[src/rtl/tlight_seq.sv]
// rtl/tlight_seq.sv - frame-paced red/green/yellow traffic-light sequencer
//
// Purpose:
//   Steps RED -> GRN -> YEL -> RED, holding each colour for a configured
//   number of frame_start pulses. Counting only happens on cycles where
//   frame_start and enable are both high. With the pedestrian feature
//   compiled in, a pending request shortens green to MIN_GRN_FRAMES and is
//   acknowledged on the following entry to red.
//
// Configuration:
//   TLIGHT_SEQ_PED_EN - when defined, builds the pedestrian request logic.
//                       When undefined, ped_req is ignored and ped_ack is 0.
//
// Ports:
//   clk           in   single clock
//   reset         in   synchronous active-high reset
//   enable        in   1 = advance on frame_start, 0 = freeze
//   frame_start   in   one-cycle pulse per video frame
//   ped_req       in   pedestrian request (pulse or level)
//   color_sel     out  0 red, 1 yellow, 2 green
//   state_changed out  one-cycle pulse with each color_sel update
//   ped_ack       out  one-cycle pulse when a pending request is served

module tlight_seq #(
    parameter int RED_FRAMES     = 240,
    parameter int GRN_FRAMES     = 240,
    parameter int YEL_FRAMES     = 120,
    parameter int MIN_GRN_FRAMES = 60
) (
    input  logic       clk,
    input  logic       reset,
    input  logic       enable,
    input  logic       frame_start,
    input  logic       ped_req,
    output logic [1:0] color_sel,
    output logic       state_changed,
    output logic       ped_ack
);

    localparam int MAX_RG     = (RED_FRAMES > GRN_FRAMES) ? RED_FRAMES : GRN_FRAMES;
    localparam int MAX_FRAMES = (MAX_RG > YEL_FRAMES) ? MAX_RG : YEL_FRAMES;
    localparam int CW         = $clog2(MAX_FRAMES + 1);

    localparam logic [CW-1:0] RED_LAST = CW'(RED_FRAMES - 1);
    localparam logic [CW-1:0] GRN_LAST = CW'(GRN_FRAMES - 1);
    localparam logic [CW-1:0] YEL_LAST = CW'(YEL_FRAMES - 1);

    // Encoding matches the colour-mux select so color_sel is the state itself.
    typedef enum logic [1:0] {
        S_RED = 2'd0,
        S_YEL = 2'd1,
        S_GRN = 2'd2
    } state_t;

    state_t        state_q, state_d;
    logic [CW-1:0] cnt_q, cnt_d;
    logic          state_changed_q, state_changed_d;
    logic          last_frame;
    logic          ped_early;

    // ------------------------------------------------------------------
    // Pedestrian request handling
    // ------------------------------------------------------------------
`ifdef TLIGHT_SEQ_PED_EN
    localparam logic [CW-1:0] MIN_GRN_LAST = CW'(MIN_GRN_FRAMES - 1);

    logic ped_pending_q, ped_pending_d;
    logic ped_ack_q, ped_ack_d;

    // Only the registered pending flag is evaluated, so a request arriving
    // in the same cycle as a counting frame_start takes effect one frame later.
    assign ped_early = ped_pending_q && (cnt_q >= MIN_GRN_LAST);

    always_comb begin
        ped_pending_d = ped_pending_q;
        ped_ack_d     = 1'b0;
        if (state_changed_d && (state_d == S_RED) && ped_pending_q) begin
            ped_pending_d = 1'b0;
            ped_ack_d     = 1'b1;
        end
        // A new request in the serving cycle re-arms pending (set beats clear).
        if (ped_req) begin
            ped_pending_d = 1'b1;
        end
    end

    always_ff @(posedge clk) begin
        if (reset) begin
            ped_pending_q <= 1'b0;
            ped_ack_q     <= 1'b0;
        end else begin
            ped_pending_q <= ped_pending_d;
            ped_ack_q     <= ped_ack_d;
        end
    end

    assign ped_ack = ped_ack_q;
`else
    logic unused_ped_req;
    assign unused_ped_req = ped_req;
    assign ped_early      = 1'b0;
    assign ped_ack        = 1'b0;
`endif

    // ------------------------------------------------------------------
    // Sequencer next-state logic
    // ------------------------------------------------------------------
    always_comb begin
        state_d         = state_q;
        cnt_d           = cnt_q;
        state_changed_d = 1'b0;
        last_frame      = 1'b0;

        case (state_q)
            S_RED:   last_frame = (cnt_q == RED_LAST);
            S_GRN:   last_frame = (cnt_q == GRN_LAST) || ped_early;
            S_YEL:   last_frame = (cnt_q == YEL_LAST);
            default: last_frame = 1'b1;
        endcase

        if (frame_start && enable) begin
            if (last_frame) begin
                cnt_d           = '0;
                state_changed_d = 1'b1;
                case (state_q)
                    S_RED:   state_d = S_GRN;
                    S_GRN:   state_d = S_YEL;
                    S_YEL:   state_d = S_RED;
                    default: state_d = S_RED;
                endcase
            end else begin
                cnt_d = cnt_q + CW'(1);
            end
        end
    end

    always_ff @(posedge clk) begin
        if (reset) begin
            state_q         <= S_RED;
            cnt_q           <= '0;
            state_changed_q <= 1'b0;
        end else begin
            state_q         <= state_d;
            cnt_q           <= cnt_d;
            state_changed_q <= state_changed_d;
        end
    end

    assign color_sel     = state_q;
    assign state_changed = state_changed_q;

endmodule

[config.mk]
export PLATFORM = sky130hd
export DESIGN_NAME = tlight_seq
export DESIGN_NICKNAME = d
export VERILOG_FILES = /design/src/rtl/tlight_seq.sv
export SDC_FILE = /design/constraint.sdc
export NUM_CORES = 1
export LEC_CHECK = 0
export ABC_AREA = 0
export CAP_MARGIN = 20
export CORE_MARGIN = 2
export CORE_UTILIZATION = 30
export DETAILED_ROUTE_END_ITERATION = 10
export PLACE_DENSITY = 0.55
export SYNTH_ARGS = -nofsm -noshare
export SYNTH_HDL_FRONTEND = slang
export SYNTH_SLANG_ARGS = --single-unit
[constraint.sdc]
create_clock -name clk -period 1.9 [get_ports clk]
set_input_delay 0.285 -clock clk [delete_from_list [all_inputs] [get_ports clk]]
set_output_delay 0.285 -clock clk [all_outputs]
set_load 0.02 [all_outputs]
Yosys cells after proc, flatten, opt, wreduce, memory -nomap -nowiden
Index checks and enable logic that the tools add are counted.

Input bits: 5. Output and inout port bits: 4. Register bits: 11.

Bitwise logic cells: 1. Equality and inequality tests: 4. Multiplexer cells: 4. Reduce and logical (&&, ||, !) cells: 5. Add/sub/neg operators: 1.

Operator list (number): $add A8 B1 Y8 const B (1); $eq A8 B7 Y1 const B (1); $eq A8 B8 Y1 const B (1); $mux W8 (1); $pmux W2 S2 (1); $reduce_or A2 Y1 (2); $eq A2 B1 Y1 const B (1); $eq A2 B2 Y1 const B (1); $logic_not A2 Y1 (1); $pmux W1 S2 (1); $reduce_and A2 Y1 (1); $logic_and A1 B1 Y1 (1); $mux W1 (1); $not A1 Y1 (1).

Longest topological paths before layout
Gate-level depths: netlist (run 1).

Depth in word-level cells: 4. Mapped depth: 5. Mapped depth without buffers: 5.

Least setup slack after synthesis (run 1)
No wires, ideal clock.

Kind: reg2reg. Start: register cnt_q[0]. End: register state_q[0] (netlist: color_sel[0]). Required time: 1.830 ns. Period minus slack after synthesis: 1.547 ns. Arrival time: 1.477 ns. Slack: 0.353 ns. Library setup time: 0.070 ns. Cell stages (with the launch flop): 6. Path through: dfxtp_1 ha_1 nand4_1 a21o_1 or4b_1 a21oi_1.

Word-level cells in the longest chain between the ends: 3. Elaborated cells between the ends (all ways): 4.

Ends and longest elaborated chain: start, declared (line 56) `logic [CW-1:0] cnt_q, cnt_d;`; start signal, assigned (line 144) `cnt_q <= cnt_d;`; $eq A8 B7 Y1 or $eq A8 B8 Y1 (tied branches) (line 117, 115, 116); $pmux W1 S2 (*) (line 114) `case (state_q)`; $reduce_and A2 Y1 (no source line) (*); end signal, assigned (line 143) `state_q <= state_d;`; end, declared (line 55) `state_t state_q, state_d;`.

Mark *: on every way between the ends. The rest lies on a longest branch, timed or not. A chain may end at the register's enable or synchronous reset.

Final worst setup path (run 1)
Same ends and word-level chain as after synthesis.

==> impl_metrics.tcl, run 1 <==
set metrics [dict create \
    synthArstFlopShare 0 \
    hold_end "cnt_q[1]" \
    final_max_slew_viol_count 0 \
    synth_ff_type "dfxtp_1" \
    met2RoutedLength_um 401 \
    avgSynthCellArea_um2 8.780 \
    outcome "complete, no violations" \
    final_util 0.3708 \
    cts_tree "done" \
    coreArea_um2 1670 \
    wl_per_cell_um 11.36 \
    critical_path.top_delay_family "simple AND/OR/NAND/NOR gates" \
    wl_met1_um 482 \
    arrival_ns 1.91 \
    cts_setup_buffers 0 \
    syn_nets 65 \
    io_buffer_count 6 \
    diodes 0 \
    worst_hold_slack_ns 0.5031 \
    via_per_inst 4.953 \
    power.density_nw_per_um2 688.5 \
    r2r_slack_ns 0.21 \
    synth_top_cell_area_share 0.4251 \
    post_cts_resized 0 \
    hold_viol_final 0 \
    routed.top_layer "met4" \
    synth_edf_count 0 \
    drtAntennaViolNets 0 \
    antenna_found_initial 0 \
    yosysTopAreaCell "dfxtp_1" \
    whs_path_depth 2 \
    overflow 0 \
    crit_type "flop to flop" \
    worst_slack_ns 0.2072 \
    grt_pass1_wl_um 1573 \
    maxCapViolCount 0 \
    synth_seq_cells 11 \
    cellLeakagePower_nw 0.1982 \
    crit_buf_inv 0 \
    critPathLaunchType "flop" \
    cts_sinks 11 \
    final_common_cell "dfxtp_1" \
    root_buffer "clkbuf_4" \
    rsz0062_at_grt "false" \
    required_ns 2.11 \
    worstReg2RegStart "cnt_q[0]" \
    ys_seq_area_frac 0.4251 \
    layout_common_cells "dfxtp_1 (11), nor2_1 (10), nand2_1 (7), clkdlybuf4s50_1 (6), xnor2_1 (5)" \
    clk-insertion-delay-late_ns 0.27 \
    regToRegEndpoint "color_sel[0]" \
    dr.pass1.iters 3 \
    gp_congestion 0.7467 \
    ff2ff_path_depth 5 \
    worstPathCellList "ha_1 > nand4_1 > a21o_1 > or4b_1 > a21oi_1" \
    vias 421 \
    rows 15 \
    crit_fanout 6 \
    netlist_instances 59 \
    die_h_um 45.56 \
    fillers 185 \
    nets 75 \
    start_util 0.3101 \
    path_clk_slew_ns 0.08 \
    met3_length_um 67 \
    drive_above_1_share 0.1324 \
    dr.first_iter.drc_count 3 \
    crit_path_end_kind "flop" \
    fmax_mhz 590.7 \
    yosysWarnings 0 \
    cts_hold_buf 0 \
    fin_skew_ns 0.0005838 \
    syn_area_um2 518.0 \
    area_growth_pct 19.57 \
    drc 0 \
    die_area_um2 2075 \
    cts_htree_levels 1 \
    synth.distinct_cells 22 \
    grt_pass1_vias 394 \
    totalWireLength_um 966 \
    irDropWorstVdd_mv 0.2790 \
    grt_max_degree 9 \
    critPathSlowestCell "or4b_1" \
    post-route-period-util 0.8910 \
    die_w_um 45.56 \
    synthTopCellsByArea "dfxtp_1 (43%), xnor2_1 (8.5%), nor2_1 (7.2%)" \
    fin_crit_ns 1.693 \
    dp_slack_ns 0.1068 \
    slowest_delay_ns 0.50 \
    grt_util_all_layers 0.1122 \
    hold_start "cnt_q[1]" \
    io_pins 9 \
    fin_tns_setup_ns 0 \
    dp_hpwl_um 679.3 \
    setup_violations 0 \
    clockBufferDepth 2 \
    cts_buffers 3 \
    hold_path_class "flop to flop" \
]
[cell usage after synthesis, types with 2 or more instances]
cell type / instances
dfxtp_1: 11
nand2_1: 7
a21oi_1: 3
and4bb_2: 2
nand4_1: 3
nor3_1: 2
xor2_1: 2
o21ai_0: 2
nor2_1: 10
xnor2_1: 5
[cells by family after synthesis]
family	Yosys count	share of synthesized area
AOI/OAI and AO/OA	8	0.1087
xor gates and xnor gates	7	0.1184
adders and majority gates	1	0.02415
buffers and inverters	2	0.02174
DFF	11	0.4251
other	1	0.007239
and+or+nand+nor	29	0.2947
[registers in the layout, summed over array words and instances (netlist names)]
register / flops
color_sel: 2
state_changed: 1
cnt_q: 8
[where the power goes]
part / switching, mW / total, mW / internal, mW
Sequential: 0.00321 / 0.236 / 0.233
Clock: 0.0900 / 0.168 / 0.0781
Combinational: 0.0113 / 0.0221 / 0.0108
Total: 0.104 / 0.426 / 0.322
[tightest hold or removal path: stages (launching register included)]
cell,delay (ns)
dfxtp_1,0.34
nand2_1,0.06
a21oi_1,0.06
[cell type report]
type                            count  area (um^2)  area share
Timing Repair Buffer                6        60.06     0.09697
Clock inverter                      1        5.005    0.008081
Inverter                            1        3.754    0.006061
Multi-Input combinational cell     46        286.5      0.4626
Tap cell                           17        21.27     0.03434
Sequential cell                    11        220.2      0.3556
Clock buffer                        3        22.52     0.03636
[routing by layer]
layer,global-route usage,vias to the layer above
met1,0.1244,190
li1,-,220
met3,0.07143,2
met2,0.1662,9
met4,0.05294,0
met5,0,-
[worst max-delay path by stage]
stage,cells past startpoint,to,from,slack (ns)
3_3_place_gp,5,color_sel[0],frame_start,0.1
3_5_place_dp,5,color_sel[0],frame_start,0.11
2_1_floorplan,5,color_sel[0],cnt_q[0],0.35
5_1_grt,5,color_sel[0],cnt_q[0],0.11
4_1_cts,5,color_sel[0],cnt_q[0],0.20
6_report,5,color_sel[0],cnt_q[0],0.21
[stage by stage]
step | total power [mW] | instance area [um^2] | instances
4_1_cts | 0.4358 | 619.3 | 85
5_1_grt | 0.4478 | 619.3 | 85
3_5_place_dp | 0.2640 | 591.8 | 81
2_1_floorplan | 0.2547 | 518.0 | 59
3_3_place_gp | 0.2635 | 591.8 | 81
6_report | 0.4264 | 619.3 | 85
Power figures use the tool's default switching activity.
==> run 2: changes to the inputs <==
- CORE_AREA: unset -> 2 2 39 41
- CORE_MARGIN: 2 -> unset
- CORE_UTILIZATION: 30 -> unset
- DIE_AREA: unset -> 0 0 41 43
- PLACE_DENSITY: 0.55 -> 0.67
- clock period: 1.9 -> 2.2 ns (I/O delays scaled with it)
==> run 2 against run 1 <==
Final area shrank 0.40%. Via count grew 2.1%. Sequential power shrank 14%. Sequential cell count unchanged. Critical endpoint is now color_sel[0]. Largest cell class unchanged.
==> impl_metrics.tcl, run 2 (synthesis results as in run 1) <==
set metrics [dict create \
    start_util 0.3743 \
    required_ns 1.87 \
    dp_hpwl_um 671.2 \
    rows 14 \
    critical_path.top_delay_family "buffers and inverters" \
    cts_sinks 11 \
    vias 430 \
    crit_buf_inv 1 \
    irDropWorstVdd_mv 0.4165 \
    hold_viol_final 0 \
    final_cells 84 \
    final_max_slew_viol_count 0 \
    dr.pass1.iters 2 \
    maxCapViolCount 0 \
    clockBufferDepth 2 \
    post-route-period-util 0.7731 \
    worst_hold_slack_ns 0.5070 \
    rsz0062_at_grt "false" \
    diodes 0 \
    drive_above_1_share 0.1176 \
    dr.first_iter.drc_count 2 \
    largest_reg_flops 8 \
    die_area_um2 1763 \
    path_clk_slew_ns 0.07 \
    largest_register "cnt_q" \
    critPathSlowestCell "clkdlybuf4s50_1" \
    worst_slack_ns 0.4991 \
    critPathLaunchType "flop" \
    fin_tns_setup_ns 0 \
    clk-insertion-delay-late_ns 0.27 \
    arrival_ns 1.37 \
    finish.instance_area_um2 616.8 \
    via_per_inst 5.119 \
    final_common_cell "dfxtp_1" \
    cellLeakagePower_nw 0.1954 \
    setup_violations 0 \
    cts_tree "done" \
    dp_slack_ns 0.3673 \
    cts_hold_buf 0 \
    post_cts_resized 0 \
    overflow 0 \
    drc 0 \
    power_mw 0.3585 \
    grt_pass1_vias 446 \
    fmax_mhz 587.9 \
    final_util 0.4458 \
    drtAntennaViolNets 0 \
    antenna_found_initial 0 \
    coreArea_um2 1384 \
    grt_util_all_layers 0.1483 \
    fin_crit_ns 1.701 \
    crit_type "flop to primary output" \
    power.density_nw_per_um2 581.2 \
    crit_path_end_kind "primary output" \
    die_h_um 43 \
    io_buffer_count 6 \
    slowest_delay_ns 0.66 \
    area_growth_pct 19.08 \
    worstPathCellList "clkdlybuf4s50_1" \
    cts_buffers 3 \
    grt_max_degree 9 \
    dp_cells 80 \
    root_buffer "clkbuf_4" \
    grt_pass1_wl_um 1752 \
    place_area_um2 590.6 \
    totalWireLength_um 876 \
    outcome "complete, no violations" \
    nets 75 \
    layout_common_cells "dfxtp_1 (11), nor2_1 (10), nand2_1 (7), clkdlybuf4s50_1 (6), xnor2_1 (5)" \
    gp_congestion 0.8136 \
    wl_per_cell_um 10.43 \
    io_pins 9 \
    fin_skew_ns 0.002536 \
    die_w_um 41 \
    cts_setup_buffers 0 \
    hold_path_class "flop to flop" \
    crit_fanout 8 \
    cts_htree_levels 1 \
]
-- run 2: worst paths after layout --
kind	start	endpoint	slack (ns)	cells after the start
setup / recovery	color_sel[0]	color_sel[0]	0.50	1
hold / removal	cnt_q[1]	cnt_q[1]	0.51	2
setup reg to reg	cnt_q[0]	color_sel[0]	0.53	5
hold reg to reg	cnt_q[1]	cnt_q[1]	0.51	2
-- run 2: worst register-to-register path, delay by kind of cell, from the launching register on --
kind            cells  cell delay [ns]
simple gates        2             0.61
compound gates      2             0.38
flops               1             0.40
fa+ha+maj           1             0.22
-- run 2: per-layer routing --
layer | GRT usage | part of all wire | wire [um]
met1 | 0.1634 | 0.47 | 410
met2 | 0.2219 | 0.45 | 398
met4 | 0.04000 | 0 | 0
met3 | 0.1047 | 0.076 | 67
met5 | 0 | 0 | 0
-- run 2: final cells by class --
| cell class | count | area (um^2) |
|---|---|---|
| inverters | 1 | 3.754 |
| fillers | 142 | 767.0 |
| flip-flops and latches | 11 | 220.2 |
| repair buffers | 6 | 60.06 |
| multi-input cells | 46 | 286.5 |
| well taps | 16 | 20.02 |
| clock buffers | 4 | 26.28 |
-- run 2: power by group --
group	internal [mW]	total (mW)	switching, mW
clock network	0.0702	0.135	0.0653
registers	0.201	0.204	0.00281
logic	0.00941	0.0188	0.00943
==> run 3: changes to the inputs <==
- PLACE_DENSITY: 0.67 -> 0.69
- clock period: 2.2 -> 1.55 ns (I/O delays scaled with it)
==> run 3 against run 2 <==
Sequential power grew 42%. Core utilization grew 8.5 points. Wire length grew 14%. Sequential share of layout area shrank 5.4 points. Register-to-register slack lost 0.50 ns.
==> impl_metrics.tcl, run 3 (synthesis results as in run 1) <==
set metrics [dict create \
    vias 452 \
    r2r_slack_ns 0.03 \
    io_pins 9 \
    rsz0062_at_grt "true" \
    grt_max_degree 9 \
    cts_buffers 3 \
    worst_hold_slack_ns 0.5396 \
    clk-insertion-delay-late_ns 0.26 \
    cts_hold_buf 0 \
    cts_tree "done" \
    totalWireLength_um 1001 \
    largest_reg_flops 8 \
    layout_common_cells "buf_4 (13), nor2_1 (10), dfxtp_1 (9), nand2_1 (7), xnor2_1 (5)" \
    root_buffer "clkbuf_4" \
    drive_above_1_share 0.2963 \
    fin_skew_ns 0.005683 \
    finish.instance_area_um2 734.5 \
    setup_violations 0 \
    outcome "complete, no violations" \
    place_area_um2 680.7 \
    die_area_um2 1763 \
    io_buffer_count 6 \
    rows 14 \
    critPathLaunchType "flop" \
    dr.pass1.iters 3 \
    fillers 127 \
    crit_type "flop to flop" \
    irDropWorstVdd_mv 0.5576 \
    fmax_mhz 657.1 \
    required_ns 1.75 \
    wl_per_cell_um 10.32 \
    overflow 0 \
    diodes 0 \
    nets 88 \
    maxCapViolCount 0 \
    arrival_ns 1.72 \
    cellLeakagePower_nw 0.2710 \
    crit_path_end_kind "flop" \
    multiInputGateArea_um2 306.5 \
    grt_util_all_layers 0.1540 \
    regArea_um2 222.7 \
    clockBufferDepth 2 \
    antenna_found_initial 0 \
    start_util 0.3743 \
    die_h_um 43 \
    drc 0 \
    grt_pass1_wl_um 1821 \
    area_growth_pct 41.79 \
    coreArea_um2 1384 \
    grt_pass1_vias 441 \
    worstReg2RegStart "cnt_q[1]" \
    hold_start "cnt_q[7]" \
    final_util 0.5307 \
    power.density_nw_per_um2 713.9 \
    largest_register "cnt_q" \
    hold_viol_final 0 \
    fin_crit_ns 1.522 \
    path_clk_slew_ns 0.07 \
    final_common_cell "buf_4" \
    drtAntennaViolNets 0 \
    dr.first_iter.drc_count 5 \
    hold_path_class "flop to flop" \
    gp_congestion 0.6818 \
    post-route-period-util 0.9819 \
    via_per_inst 4.660 \
    cts_sinks 11 \
    dp_hpwl_um 749.4 \
    crit_fanout 4 \
    final_max_slew_viol_count 0 \
    cts_htree_levels 1 \
    crit_path_start "cnt_q[1]" \
    die_w_um 41 \
]
[run 3: path summary, 6_finish.rpt]
path | depth (start not counted) | endpoint
max | 5 | color_sel[0]
min | 2 | cnt_q[7]
max reg2reg | 5 | color_sel[0]
min reg2reg | 2 | cnt_q[7]
[run 3: per-stage QoR]
step | total power, mW | setup slack (ns) | cells | setup TNS [ns]
2_1_floorplan | 0.3123 | 0.002981 | 59 | 0
3_3_place_gp | 0.3391 | -0.1494 | 92 | -0.2814
3_5_place_dp | 0.3401 | -0.1696 | 92 | -0.3855
4_1_cts | 0.5304 | 0.005450 | 97 | 0
5_1_grt | 0.5511 | -0.05583 | 97 | -0.3210
6_report | 0.5243 | 0.02808 | 97 | 0
[run 3: final cells by class]
class / count / share of cell area
inverters: 1 / 0.005111
clock buffers: 4 / 0.03578
multi-input cells: 46 / 0.4174
repair buffers: 19 / 0.2112
well taps: 16 / 0.02726
flip-flops and latches: 11 / 0.3032
[run 3: critical path: stages, from the launching register on]
cell and delay, ns:
dfxtp_2 0.35, ha_4 0.14, nand4_1 0.10, a21o_1 0.23
or4b_1 0.52, a21oi_1 0.12
[run 3: what timing repair did]
item                       4_1_cts  5_1_grt
setup buffers                    1        0
gates resized for setup          2        5
pin swaps                        1        4
gates cloned                     0        0
setup endpoints to repair        3       10
[run 3: power breakdown]
part | leakage (nW) | switching (mW) | internal (mW)
logic | 0.166 | 0.0194 | 0.0280
clock network | 0.0150 | 0.0879 | 0.0994
registers | 0.0896 | 0.00298 | 0.287
total | 0.271 | 0.110 | 0.414
[run 3: routing by layer]
layer  track usage  wire length [um]  part of all wire  up-vias
li1              -                 -                 -      245
met1        0.2086               493              0.49      197
met2        0.2125               443              0.44        8
met3       0.03141                38             0.038        2
met4        0.1000                26             0.026        0
met5             0                 0                 0        -
